--- src/rtl/uart_word_tx_if.sv ---
// Word handshake between the DDR2 readout stage and the UART transmitter.
// The readout stage is the master; the transmitter is the slave.
interface uart_word_tx_if;
    logic [31:0] tx_data_in;
    logic        tx_data_ready;
    logic        tx_ready;

    modport master (
        output tx_data_in,
        output tx_data_ready,
        input  tx_ready
    );

    modport slave (
        input  tx_data_in,
        input  tx_data_ready,
        output tx_ready
    );
endinterface

--- src/rtl/uart_word_tx.sv ---
// Word-to-serial 8N1 transmitter: one 32-bit word as four bytes, MSB byte first.
// tx_ready stays low for the whole word so the readout stage is paced by the link.
module uart_word_tx #(
    parameter int CLKS_PER_BIT = 868
) (
    input  logic          clk,
    input  logic          reset,
    uart_word_tx_if.slave bus,
    output logic          tx,
    output logic          tx_word_done
);
    localparam int CW = (CLKS_PER_BIT > 1) ? $clog2(CLKS_PER_BIT) : 1;
    localparam logic [CW-1:0] LAST = CW'(CLKS_PER_BIT - 1);

    typedef enum logic [1:0] {
        IDLE,
        START,
        DATA,
        STOP
    } state_t;

    state_t        state;
    state_t        state_n;
    logic [CW-1:0] cnt;
    logic [CW-1:0] cnt_n;
    logic [2:0]    bit_idx;
    logic [2:0]    bit_n;
    logic [1:0]    byte_idx;
    logic [1:0]    byte_n;
    logic [31:0]   word_reg;
    logic [31:0]   word_n;
    logic          tx_n;
    logic          done_n;
    logic          bit_end;

    assign bit_end      = (cnt == LAST);
    assign bus.tx_ready = (state == IDLE);

    // Next state, counters and the registered line value for the next cycle.
    always_comb begin
        state_n = state;
        cnt_n   = cnt;
        bit_n   = bit_idx;
        byte_n  = byte_idx;
        word_n  = word_reg;
        done_n  = 1'b0;
        tx_n    = 1'b1;

        unique case (state)
            IDLE: begin
                if (bus.tx_data_ready) begin
                    word_n  = bus.tx_data_in;
                    state_n = START;
                    cnt_n   = '0;
                    bit_n   = '0;
                    byte_n  = '0;
                end
            end
            START: begin
                if (bit_end) begin
                    cnt_n   = '0;
                    bit_n   = '0;
                    state_n = DATA;
                end else begin
                    cnt_n = cnt + CW'(1);
                end
            end
            DATA: begin
                if (bit_end) begin
                    cnt_n = '0;
                    if (bit_idx == 3'd7) begin
                        state_n = STOP;
                    end else begin
                        bit_n = bit_idx + 3'd1;
                    end
                end else begin
                    cnt_n = cnt + CW'(1);
                end
            end
            STOP: begin
                if (bit_end) begin
                    cnt_n = '0;
                    if (byte_idx == 2'd3) begin
                        state_n = IDLE;
                        done_n  = 1'b1;
                    end else begin
                        byte_n  = byte_idx + 2'd1;
                        state_n = START;
                    end
                end else begin
                    cnt_n = cnt + CW'(1);
                end
            end
        endcase

        // Byte k lives at word[8*(3-k) +: 8]; ~byte_n equals 3-byte_n.
        unique case (state_n)
            IDLE:  tx_n = 1'b1;
            START: tx_n = 1'b0;
            DATA:  tx_n = word_n[{~byte_n, bit_n}];
            STOP:  tx_n = 1'b1;
        endcase
    end

    // State, counters, shift word and the glitch-free tx flop.
    always_ff @(posedge clk or negedge reset) begin
        if (!reset) begin
            state        <= IDLE;
            cnt          <= '0;
            bit_idx      <= '0;
            byte_idx     <= '0;
            word_reg     <= '0;
            tx           <= 1'b1;
            tx_word_done <= 1'b0;
        end else begin
            state        <= state_n;
            cnt          <= cnt_n;
            bit_idx      <= bit_n;
            byte_idx     <= byte_n;
            word_reg     <= word_n;
            tx           <= tx_n;
            tx_word_done <= done_n;
        end
    end
endmodule

--- src/flat_wrapper.sv ---
// flat-port wrapper written by rule: the top's interface ports become plain ports
module uart_word_tx_flat 
#(
    parameter int CLKS_PER_BIT = 868
)
  (clk, reset, tx, tx_word_done, bus_tx_data_in, bus_tx_data_ready, bus_tx_ready);
  uart_word_tx_if bus_i ();
  input  logic clk;
  input  logic reset;
  output logic tx;
  output logic tx_word_done;
  input wire logic [$bits(bus_i.tx_data_in)-1:0] bus_tx_data_in;
  input wire logic [$bits(bus_i.tx_data_ready)-1:0] bus_tx_data_ready;
  output wire logic [$bits(bus_i.tx_ready)-1:0] bus_tx_ready;
  assign bus_i.tx_data_in = bus_tx_data_in;
  assign bus_i.tx_data_ready = bus_tx_data_ready;
  assign bus_tx_ready = bus_i.tx_ready;
  uart_word_tx #(.CLKS_PER_BIT(CLKS_PER_BIT)) u_core (.clk(clk), .reset(reset), .bus(bus_i), .tx(tx), .tx_word_done(tx_word_done));
endmodule
--- config.mk ---
export PLATFORM = sky130hd
export DESIGN_NAME = uart_word_tx_flat
export DESIGN_NICKNAME = d
export VERILOG_FILES = /design/src/rtl/uart_word_tx_if.sv /design/src/rtl/uart_word_tx.sv /design/src/flat_wrapper.sv
export SDC_FILE = /design/constraint.sdc
export NUM_CORES = 1
export LEC_CHECK = 0
export ABC_AREA = 1
export CAP_MARGIN = 20
export CORE_ASPECT_RATIO = 1.2
export CORE_MARGIN = 2
export CORE_UTILIZATION = 39
export CTS_BUF_LIST = sky130_fd_sc_hd__clkbuf_8 sky130_fd_sc_hd__clkbuf_16
export CTS_CLUSTER_SIZE = 30
export DETAILED_ROUTE_END_ITERATION = 16
export PLACE_DENSITY = 0.67
export SLEW_MARGIN = 40
export SYNTH_ARGS = -nofsm -noshare
export SYNTH_HDL_FRONTEND = slang
export SYNTH_SLANG_ARGS = --single-unit
--- constraint.sdc ---
create_clock -name clk -period 2.85 [get_ports clk]
set_input_delay 0.855 -clock clk [delete_from_list [all_inputs] [get_ports clk]]
set_output_delay 0.855 -clock clk [all_outputs]
set_load 0.1 [all_outputs]
==> impl_metrics.py <==
metrics = {
    "synth": {
        "asyncSetResetFlopFracSynth_pct": 100,
        "synth_seq_area_share_pct": 44.7,
        "ys_seq_elements": 51,
        "yosys.area.top_type": "dfrtp_1",
        "synth_edf_count": 0,
        "netlist_area_um2": 2860,
        "synth.distinct_cells": 33,
        "synth_nets": 352,
        "yosysWarnings": 0,
        "postSynthCellCount": 308,
        "synth_top_area_share_pct": 43.8,
        "synth_ff_type": "dfrtp_1",
        "syn_avg_cell_area_um2": 9.28,
        "netlist_top_cells_area": "dfrtp_1 (44%), mux2_2 (13%), nand3_1 (8.8%), nand2_1 (5.1%), inv_1 (4.5%)",
        "synth_common_cells": "dfrtp_1 (50), nand3_1 (50), nand2_1 (39), inv_1 (34), mux2_2 (32)",
    },
    "layout": {
        "syn_to_final_growth_pct": 21.4,
        "nets": 394,
        "finish.utilization_pct": 48.3,
        "drive_gt1_share_pct": 23.4,
        "n_fill_cell": 689,
        "largest_reg_flops": 32,
        "antenna_cells": 0,
    },
    "clock_network": {
        "hold_buffers": 0,
        "path_clk_slew_ps": 90,
        "clk_latency_ps": 300,
        "cts_setup_buffers": 0,
        "cts_tree": "built",
        "clockRootBuffer": "clkbuf_8",
        "numCtsBuffers": 5,
        "numClockSinks": 51,
        "cts_max_path_buffers": 2,
        "cts_htree_levels": 2,
        "cts_resized": 0,
    },
    "placement": {
        "place_congestion": 0.912,
        "hpwlAfterDp_um": 4450,
        "io_buffers": 37,
    },
    "sta": {
        "finClkSkew_ps": 8.42,
        "fmax_mhz": 426,
        "period_share_pct": 82.5,
        "fin_crit_ps": 2350,
        "worst_pin_slew_ps": 515,
        "rsz0062_at_grt": "false",
        "setup_violations": 0,
        "drv_slew": 0,
        "fin_setup_tns_ps": 0,
        "slew_headroom_pct": 65.7,
        "final-hold-violation-count": 0,
    },
    "grt": {
        "grt_max_degree": 43,
        "grt_usage_pct": 15.8,
        "overflow": 0,
        "grt_pass1_wl_um": 10000,
        "grt_antenna_before_repair": 0,
        "grt_pass1_vias": 2254,
    },
    "worst_hold_path": {
        "hp-class": "reg -> reg",
    },
    "outcome": {
        "status": "finished clean",
    },
    "floorplanning": {
        "die_area_um2": 8030,
        "io_pins": 38,
        "die_w_um": 82.2,
        "fp.dieH_um": 97.8,
        "design.core.area_um2": 7190,
        "start_util_pct": 39.8,
        "num_rows": 34,
    },
    "route": {
        "drtPass1Iterations": 4,
        "dr_total_vias": 2188,
        "wl_per_cell_um": 13.0,
        "via_per_inst": 4.96,
        "finalWirelength_um": 5750,
        "remaining_drc_errors": 0,
        "drt_iter0_markers": 86,
        "ant_nets": 0,
    },
    "power_and_ir_drop": {
        "ir_worst_vdd_v": 0.000329,
        "p_leak_nw": 1.54,
        "p_per_area_nw_per_um2": 780,
    },
    "critical_path": {
        "critPathKind": "in -> reg",
        "cp-start-kind": "input pin",
        "cp-end-kind": "flop",
        "cp_slowest_cell": "clkdlybuf4s50_1",
        "worst-path-buf-inv": 2,
        "critical-path-top-delay-family": "simple AND/OR/NAND/NOR gates",
        "crit_top_cell": "nand3_1",
        "crit_required_ps": 3090,
        "crit_arrival_ps": 2590,
        "path_cells": "clkdlybuf4s50_1 -> nand2_1 -> buf_12 -> mux2_2 -> nand3_1 -> nand3_1 -> nand3_1 -> nand3_1 -> nand3_1 -> nand2_1 -> nand2_1 -> a21oi_2",
        "critPathMaxFanout": 32,
        "cpPeakStageDelay_ps": 420,
    },
    "run": {
        "cap_violations": 0,
    },
}
[final timing paths]
check                                                 to  depth (start not counted)                          start  slack [ps]
max                                  u_core.tx$_DFF_PN1_                         12              bus_tx_data_ready         500
min                        u_core.word_reg[30]$_DFF_PN0_                          1  u_core.word_reg[30]$_DFF_PN0_         510
max reg2reg                          u_core.tx$_DFF_PN1_                         15      u_core.state[0]$_DFF_PN0_         630
min reg2reg                u_core.word_reg[30]$_DFF_PN0_                          1  u_core.word_reg[30]$_DFF_PN0_         510
max in group asynchronous  u_core.word_reg[17]$_DFF_PN0_                          2                          reset        1830
min in group asynchronous      u_core.cnt[3]$_DFFE_PN0P_                          1                          reset         520
[per-layer routing]
layer  up-vias  wire [µm]  GRT usage (%)
li1       1100          -              -
met5         -          0              0
met3         4        175           3.14
met4         0         42           3.33
met2        39       3070           28.2
met1      1045       2460           19.3
[metrics by stage]
stage / setup slack, ps / std cells / hold WS, ps / power [mW] / area [µm²]
final: 500 / 441 / 506 / 2.71 / 3470
after global routing: 281 / 441 / 522 / 2.91 / 3470
after CTS: 481 / 441 / 511 / 2.75 / 3470
after detailed placement: 170 / 433 / 487 / 2.21 / 3350
after global placement: 187 / 433 / 481 / 2.18 / 3350
after floorplan: 115 / 308 / 471 / 1.91 / 2860
[worst reg2reg max path: stages (launching register included)]
cell      delay (ps)
dfrtp_1          430
inv_1            140
ha_1             240
inv_1             70
nor2_1           140
nor2_1            90
nor2_1           140
o21bai_4         240
nand2_2          100
nand3_1          100
nand3_1           70
nand3_1           80
nand3_1           70
nand2_1           80
nand2_1           60
a21oi_2          100
[report_power, final]
part           internal (mW)  leakage [nW]  switching, mW
Clock                  0.289        0.0618          0.243
Sequential             0.988         0.632         0.0793
Combinational          0.500         0.849          0.606
Total                   1.78          1.54          0.928
[layout by cell type (no fill, tap or decap), types with 7 or more instances in the layout]
master / n
nand3_1: 50
dfrtp_1: 50
nand2_1: 39
inv_1: 34
clkdlybuf4s50_1: 33
mux2_2: 32
nor2_1: 22
nand2_2: 9
ha_1: 9
o21ai_0: 8
buf_4: 7
[cell type report]
cell class                 count  area [µm²]  share of cell area (%)
sequential                    51        1280                    36.8
clock buffer                   6        82.6                    2.38
clock inverter                 2        38.8                    1.12
multi-input combinational    210        1390                    39.9
tap                           90         113                    3.25
timing repair buffer          42         423                    12.2
inverter                      40         150                    4.33
[logic make-up (layout without fill, tap and decap cells)]
family	count (synthesis)	count (layout)	synth area share, %
compound gates	27	27	6.65
mux	32	32	12.6
xor+xnor	3	3	0.919
buf+inv	47	90	6.87
simple gates	139	139	24.3
fa+ha+maj	9	9	3.94
flops	51	51	44.7
(Power assumes the default switching activity.)
==> RTL edit, RTL diff (same flow settings) <==
Put one more register stage on the output `tx`. The value now appears one clock later. The other outputs are not delayed to match.
--- a/src/rtl/uart_word_tx.sv
+++ b/src/rtl/uart_word_tx.sv
@@ -18,6 +18,8 @@
         DATA,
         STOP
     } state_t;
+
+    logic tx_s0;
 
     state_t        state;
     state_t        state_n;
@@ -110,7 +112,7 @@
             bit_idx      <= '0;
             byte_idx     <= '0;
             word_reg     <= '0;
-            tx           <= 1'b1;
+            tx_s0        <= 1'b1;
             tx_word_done <= 1'b0;
         end else begin
             state        <= state_n;
@@ -118,9 +120,13 @@
             bit_idx      <= bit_n;
             byte_idx     <= byte_n;
             word_reg     <= word_n;
-            tx           <= tx_n;
+            tx_s0        <= tx_n;
             tx_word_done <= done_n;
         end
     end
+    always_ff @(posedge clk) begin
+        tx <= tx_s0;
+    end
+
 endmodule
 
Formal check against the unedited RTL: not equivalent (a bounded check fails within 4 cycles, from zero or initial values and one cycle with reset low).
==> RTL edit against the original RTL <==
Core utilization is 0.21 points lower. Power fell by 2.9%. Setup slack lost 0.84 ps. Area after synthesis grew 0.70%. Sequential cell count increased by 1. Routed wire length is 3.1% higher. Fmax about the same. Global-route usage rose by 0.28 points. Non-clock buffer count stayed put. Via count grew 1.2%. Sequential share of layout area is 0.74 points higher. Design area is 0.43% lower. Largest power group unchanged. Highest routed layer unchanged.
==> RTL edit: results (changes against the original RTL) <==
Run status
  – Status: completed

Worst hold path
  – Hold crit path type: register to register
  – Hold Crit Start: u_core.tx_s0

CTS
  – CTS Buf Count: 5 (unchanged)

Place
  – DP Area: 3370 um^2 (+0.52%)
  – Placed cell count: 434 (+0.23%)
  – Routability Congestion: 0.914 (+0.20%)
  – Hpwl dp: 4.67 mm (+5.0%)

Power and ir drop
  – Switching share of total power: 36.1% (+1.8 points)
  – Pleak: 0.00153 uW (-0.57%)
  – P_comb: 1120 uW
  – Sw Pwr: 948 uW (+2.1%)
  – Maximum VDD drop: 0.000361 V (+9.6%)

Logic synthesis
  – Ys async rst share: 98.1% (-1.9 points)
  – XOR/XNOR share of the synthesized area: 0.913% (-0.0064 points)
  – Distinct cells, synth: 34 (+3.0%)
  – Synth area leaders: dfrtp_1 (43%), mux2_2 (13%), nand3_1 (8.7%), nand2_1 (5.1%), inv_1 (4.4%)
  – Avg Cell Area, Syn: 9.32 um^2 (+0.37%)
  – Post-synthesis sequential area ratio: 45.1% (+0.38 points)
  – Post-synthesis adder-cell area fraction: 3.91% (-0.027 points)
  – Synth Net Count: 353 (+0.28%)
  – Post-synthesis mux area share: 12.5% (-0.088 points)

Cells and area
  – Final nets: 395 (+0.25%)
  – Filler instances: 682 (-1.0%)
  – Non-filler cells in the finished layout: 442 (+0.23%)

Global route
  – Largest net degree at the start of global routing: 33 (-23%)
  – Tot GR Track Use: 16.0% (+0.28 points)
  – First-pass GRT wire length: 10.2 mm (+1.4%)

Critical path
  – Crit path arrival time: 2600 ps (about the same)
  – Worst reg2reg path startpoint: u_core.state[0]
  – Crit path max fanout: 5 (-84%)

Route
  – DR vias: 2,214 (+1.2%)
  – DR WL/cell: 13.4 um (+2.9%)
  – Detailed Route Iter0 Violations: 79 (-8.1%)

STA
  – Relative slew slack: 67.1% (+1.5 points)
  – Clk_skew: 5.82 ps (-2.60 ps)
RTL edit: cell types whose count changed after synthesis:
| cell | before | now |
|---|---|---|
| dfxtp_1 | 0 | 1 |
RTL edit: layout make-up:
| cell class | count | area (um^2) | share of cell area [%] |
|---|---|---|---|
| Clock buffer | 5 | 68.8 | 1.99 |
| Clock inverter | 3 | 20.0 | 0.580 |
| Sequential cell | 52 | 1300 | 37.6 |
| Inverter | 40 | 150 | 4.35 |
| Timing Repair Buffer | 42 | 420 | 12.2 |
| Tap cell | 90 | 113 | 3.26 |
| Multi-Input combinational cell | 210 | 1390 | 40.1 |
RTL edit: worst max-delay path: stages:
cell             delay (ps)
clkdlybuf4s50_1         480
nor2_1                   60
nor2_1                  170
inv_1                   110
a22oi_2                 320
inv_1                   150
nand3_1                 130
nand3_1                  80
nand3_1                  80
nand2_1                  50
nand2_1                  60
a21oi_2                  50
RTL edit: path summary, 6_finish.rpt:
| path | slack (ps) | depth (start not counted) | endpoint |
|---|---|---|---|
| setup / recovery | 500 | 12 | u_core.tx_s0 |
| hold / removal | 420 | 0 | u_core.tx |
| setup reg to reg | 630 | 15 | u_core.tx_s0 |
| hold reg to reg | 420 | 0 | u_core.tx |
| max in group asynchronous | 1740 | 2 | u_core.word_reg[8] |
| min in group asynchronous | 500 | 1 | u_core.word_reg[31] |
RTL edit: stage by stage:
step / hold WS (ps) / utilization [%]
floorplan: 386 / -
global placement: 402 / 46.8
detailed placement: 403 / 46.8
CTS: 427 / 48.1
global route: 433 / 48.1
finish: 424 / 48.1
RTL edit: routing by layer:
metal	GRT usage (%)	routed length, um	vias to the layer above
met5	0	0	-
li1	-	-	1100
met2	26.5	3000	54
met1	20.1	2550	1046
met3	3.51	204	14
met4	6.28	177	0
